File: config.mk
export PLATFORM = sky130hd
export DESIGN_NAME = demux_dispatch
export DESIGN_NICKNAME = d
export VERILOG_FILES = /design/src/rtl/demux_dispatch.sv
export SDC_FILE = /design/constraint.sdc
export NUM_CORES = 1
export LEC_CHECK = 0
export ABC_AREA = 0
export CAP_MARGIN = 5
export CORE_ASPECT_RATIO = 1.4
export CORE_MARGIN = 10
export CORE_UTILIZATION = 35
export CTS_CLUSTER_SIZE = 20
export DETAILED_ROUTE_END_ITERATION = 8
export DONT_BUFFER_PORTS = 1
export GPL_TIMING_DRIVEN = 0
export SLEW_MARGIN = 0
export SYNTH_ARGS = -nofsm -noshare
export SYNTH_HDL_FRONTEND = slang
export SYNTH_SLANG_ARGS = --single-unit
File: constraint.sdc
create_clock -name clk -period 2.23 [get_ports clk]
set_clock_uncertainty 0.15 [all_clocks]
set_input_delay 0.223 -clock clk [delete_from_list [all_inputs] [get_ports clk]]
set_output_delay 0.223 -clock clk [all_outputs]
set_load 0.02 [all_outputs]
File: src/rtl/demux_dispatch.sv
// Round-robin dispatcher feeding a demux: holds one word, picks the next free
// channel starting at ptr, and strobes d/sel for one cycle per delivered word.
module demux_dispatch #(
  parameter int dwidth = 1,
  parameter int swidth = 1,
  parameter int cwidth = 16
) (
  input  logic                 clk,
  input  logic                 rst_n,
  input  logic [dwidth-1:0]    in_data,
  input  logic                 in_valid,
  output logic                 in_ready,
  input  logic [2**swidth-1:0] busy,
  output logic [dwidth-1:0]    d,
  output logic [swidth-1:0]    sel,
  output logic                 out_valid,
  output logic [cwidth-1:0]    sent_cnt,
  output logic [cwidth-1:0]    stall_cnt
);

  localparam int seln = 2**swidth;

  typedef enum logic [1:0] {EMPTY, HOLD, SEND} state_t;

  state_t            state;
  logic [dwidth-1:0] hold_data;
  logic [swidth-1:0] ptr;
  logic              found;
  logic [swidth-1:0] chan;
  logic [swidth-1:0] idx;

  assign in_ready = (state != HOLD);

  // Walk offsets from the far end back toward ptr so the closest free channel wins.
  always_comb begin
    found = 1'b0;
    chan  = ptr;
    idx   = ptr;
    for (int i = seln - 1; i >= 0; i--) begin
      idx = ptr + swidth'(i);
      if (!busy[idx]) begin
        found = 1'b1;
        chan  = idx;
      end
    end
  end

  always_ff @(posedge clk) begin
    if (!rst_n) begin
      state     <= EMPTY;
      ptr       <= '0;
      hold_data <= '0;
      d         <= '0;
      sel       <= '0;
      out_valid <= 1'b0;
      sent_cnt  <= '0;
      stall_cnt <= '0;
    end else begin
      case (state)
        EMPTY: begin
          if (in_valid) begin
            hold_data <= in_data;
            state     <= HOLD;
          end
        end
        HOLD: begin
          if (found) begin
            sel       <= chan;
            d         <= hold_data;
            out_valid <= 1'b1;
            ptr       <= chan + swidth'(1);
            state     <= SEND;
          end else if (stall_cnt != '1) begin
            stall_cnt <= stall_cnt + cwidth'(1);
          end
        end
        SEND: begin
          // Every SEND lasts one cycle, so the edge leaving it counts the word.
          d         <= '0;
          out_valid <= 1'b0;
          sent_cnt  <= sent_cnt + cwidth'(1);
          if (in_valid) begin
            hold_data <= in_data;
            state     <= HOLD;
          end else begin
            state <= EMPTY;
          end
        end
        default: state <= EMPTY;
      endcase
    end
  end

endmodule

==> flow_metrics.tcl <==
set metrics [dict create \
    p_seq_share_pct 56.9 \
    syn_inst 215 \
    setup_tns_ns 0 \
    reg2reg_depth 7 \
    hold_end "state[1]" \
    num-fill-cells 549 \
    ys_seq_elements 39 \
    maxCapViolCount 0 \
    clkLatencyLatePin_ns 0.29 \
    clock-sinks 39 \
    async_reset_ff_share_pct 0 \
    gp_congestion 0.727 \
    pwr-share-comb_pct 4.3 \
    relSlewSlack_pct 60.1 \
    synthesis.nets 223 \
    avgSynthCellArea_um2 8.82 \
    rr_startpoint "stall_cnt[1]" \
    wl_um 4700 \
    drtPass1Iterations 4 \
    root_buffer "clkbuf_8" \
    p_sw_mw 0.292 \
    finalHoldViolations 0 \
    vias_per_cell 5.62 \
    min_from "busy[0]" \
    cp-start-kind "flop" \
    routedWlPerCell_um 16.0 \
    clkPwrFrac_pct 38.9 \
    period_share_pct 93.0 \
    power.internal_mw 0.969 \
    synth_area_um2 1900 \
    antenna_found_initial 0 \
    p_sw_share_pct 23.2 \
    fin_nets 235 \
    yosysSeqAreaShare_pct 41.2 \
    crit_path_end_kind "flop" \
    cp.arrival_ns 2.11 \
    io_buffers 0 \
    status "finished, final reports clean" \
    initial_utilization_pct 36.5 \
    maxSlewViolCount 0 \
    critPathKind "reg -> reg" \
    fin_ws_ns 0.155 \
    yosysWarnings 0 \
    layout-drive-gt1-share_pct 10.6 \
    num_vias 1647 \
    overflow 0 \
    required_ns 2.27 \
    fmax_ghz 0.482 \
    die_h_um 107 \
    drt_iter0_markers 39 \
    worst_pin_slew_ns 0.598 \
    report.final.setup_viol 0 \
    synth_edf_count 0 \
    htree_levels 2 \
    ant_nets 0 \
    clk_pin_slew_ns 0.08 \
    ios 42 \
    regArea_um2 783 \
    synth_cell_types 47 \
    dieArea_um2 8800 \
    grt_pass1_vias 1547 \
    drc 0 \
    dp_hpwl_um 3440 \
    clock_path_buffers 2 \
    leakagePower_nw 0.695 \
    area_growth_pct 11.6 \
    regToRegSetupSlack_ns 0.16 \
    antenna-diode-count 0 \
    rows 31 \
    synth_top_flop_cell "dfxtp_1" \
    grtUsageTotal_pct 10.8 \
    cts_tree "yes" \
    grt_pass1_wl_um 7490 \
    hold_depth 2 \
    grt_max_degree 12 \
    ir_drop_v 0.000432 \
    hold_path_class "in -> reg" \
    die_x_um 82.2 \
    powerDensity_nw_per_um2 596 \
    r2r_end "stall_cnt[7]" \
    cp_max_fo 10 \
    numCtsBuffers 5 \
    period_needed_ns 2.07 \
    rsz0062_at_grt "no" \
    pre_cts_ws_ns -0.0632 \
    multiInputGateArea_um2 1040 \
    crit_start "stall_cnt[1]" \
    core-area_um2 5200 \
]
[worst max-delay path, cell delays in order, from the launching register on]
cell,delay (ns)
dfxtp_2,0.45
ha_1,0.24
nand4_1,0.19
and4bb_1,0.31
clkbuf_2,0.19
buf_4,0.20
nor4_1,0.07
o21a_1,0.17
[sequential cells by signal, summed over array words and instances, names as in the netlist]
register and count:
sent_cnt 16, stall_cnt 16, state 2, d 1, hold_data 1, out_valid 1
ptr 1, sel 1
[cells by family after synthesis]
kind of cell / count (synthesis) / share of synthesized area (%)
and+or+nand+nor: 98 / 30.8
adders and majority gates: 2 / 1.32
xor gates and xnor gates: 10 / 4.62
AOI/OAI and AO/OA: 49 / 16.6
buffers and inverters: 14 / 3.89
DFF: 39 / 41.2
muxes: 3 / 1.58
[placed cells by master (no fill, tap or decap), types with 3 or more instances in the layout]
| master | count |
|---|---|
| nor4_1 | 5 |
| clkbuf_1 | 4 |
| nand3_1 | 8 |
| xor2_1 | 3 |
| nand4_1 | 8 |
| o21a_1 | 3 |
| dfxtp_1 | 37 |
| nand2b_1 | 3 |
| a21oi_1 | 17 |
| inv_1 | 5 |
| o21ai_0 | 8 |
| and2_1 | 3 |
| xnor2_1 | 7 |
| and4_1 | 3 |
| nor3_1 | 5 |
| clkbuf_8 | 6 |
| nor2_1 | 19 |
| or4_1 | 8 |
| and2b_2 | 3 |
| dlygate4sd3_1 | 4 |
| nand2_1 | 14 |
| or3_1 | 6 |
| o31ai_1 | 8 |
| a211oi_1 | 3 |
| mux2i_1 | 3 |
[power by group through the flow]
stage	clock, mW	sequential, mW	combinational, mW
after CTS	0.511	0.718	0.0548
final	0.490	0.718	0.0538
after global routing	0.542	0.719	0.0607
after floorplan	0	0.731	0.0376
after detailed placement	0	0.734	0.0482
after global placement	0	0.734	0.0475
[repair_timing]
action	CTS	global route
gates resized for setup	2	0
endpoints found under the setup margin	8	6
buffers inserted	0	1
endpoints found under the hold margin	5	0
hold buffers	4	0
[metrics by stage]
step	power (mW)	cells	utilization (%)	instance area (µm²)	hold slack (ns)
after floorplan	0.769	215	-	1900	0.220
after global placement	0.781	281	38.1	1980	0.232
after detailed placement	0.782	281	38.1	1980	0.237
after CTS	1.28	292	40.6	2110	0.0370
after global routing	1.32	293	40.7	2120	0.0461
final	1.26	293	40.7	2120	0.0451
[worst max path at each step]
stage	slack, ns	cells past startpoint	to
2_1_floorplan	0.24	7	stall_cnt[4]
3_3_place_gp	-0.06	7	stall_cnt[7]
3_5_place_dp	-0.06	7	stall_cnt[7]
4_1_cts	0.07	7	stall_cnt[7]
5_1_grt	0.04	5	stall_cnt[12]
6_report	0.16	7	stall_cnt[7]
[routing by layer]
metal,track usage (%),wire length [µm]
met5,0,0
met4,4.27,71
met3,5.69,472
met2,18.6,2330
met1,10.3,1820
[cells in the mapped netlist, types with 4 or more instances]
master,count,share of area (%)
nor2_1,19,3.8
inv_1,5,0.99
nor4_1,5,1.7
nand2_1,14,2.8
nand3_1,8,2.1
nor3_1,5,1.3
nand4_1,8,2.6
a21oi_1,17,4.5
clkbuf_1,4,0.79
o21ai_0,8,2.1
dfxtp_1,39,41
o31ai_1,8,3.2
or3_1,6,2.0
xnor2_1,7,3.2
or4_1,8,3.2
[cell type report]
class / instances / share of cell area (%)
multi-input combinational: 162 / 49.2
sequential: 39 / 37.0
inverter: 5 / 0.887
timing repair buffer: 5 / 2.25
buffer: 9 / 2.60
tap: 66 / 3.90
clock buffer: 6 / 3.90
clock inverter: 1 / 0.237
(Power assumes the default switching activity.)
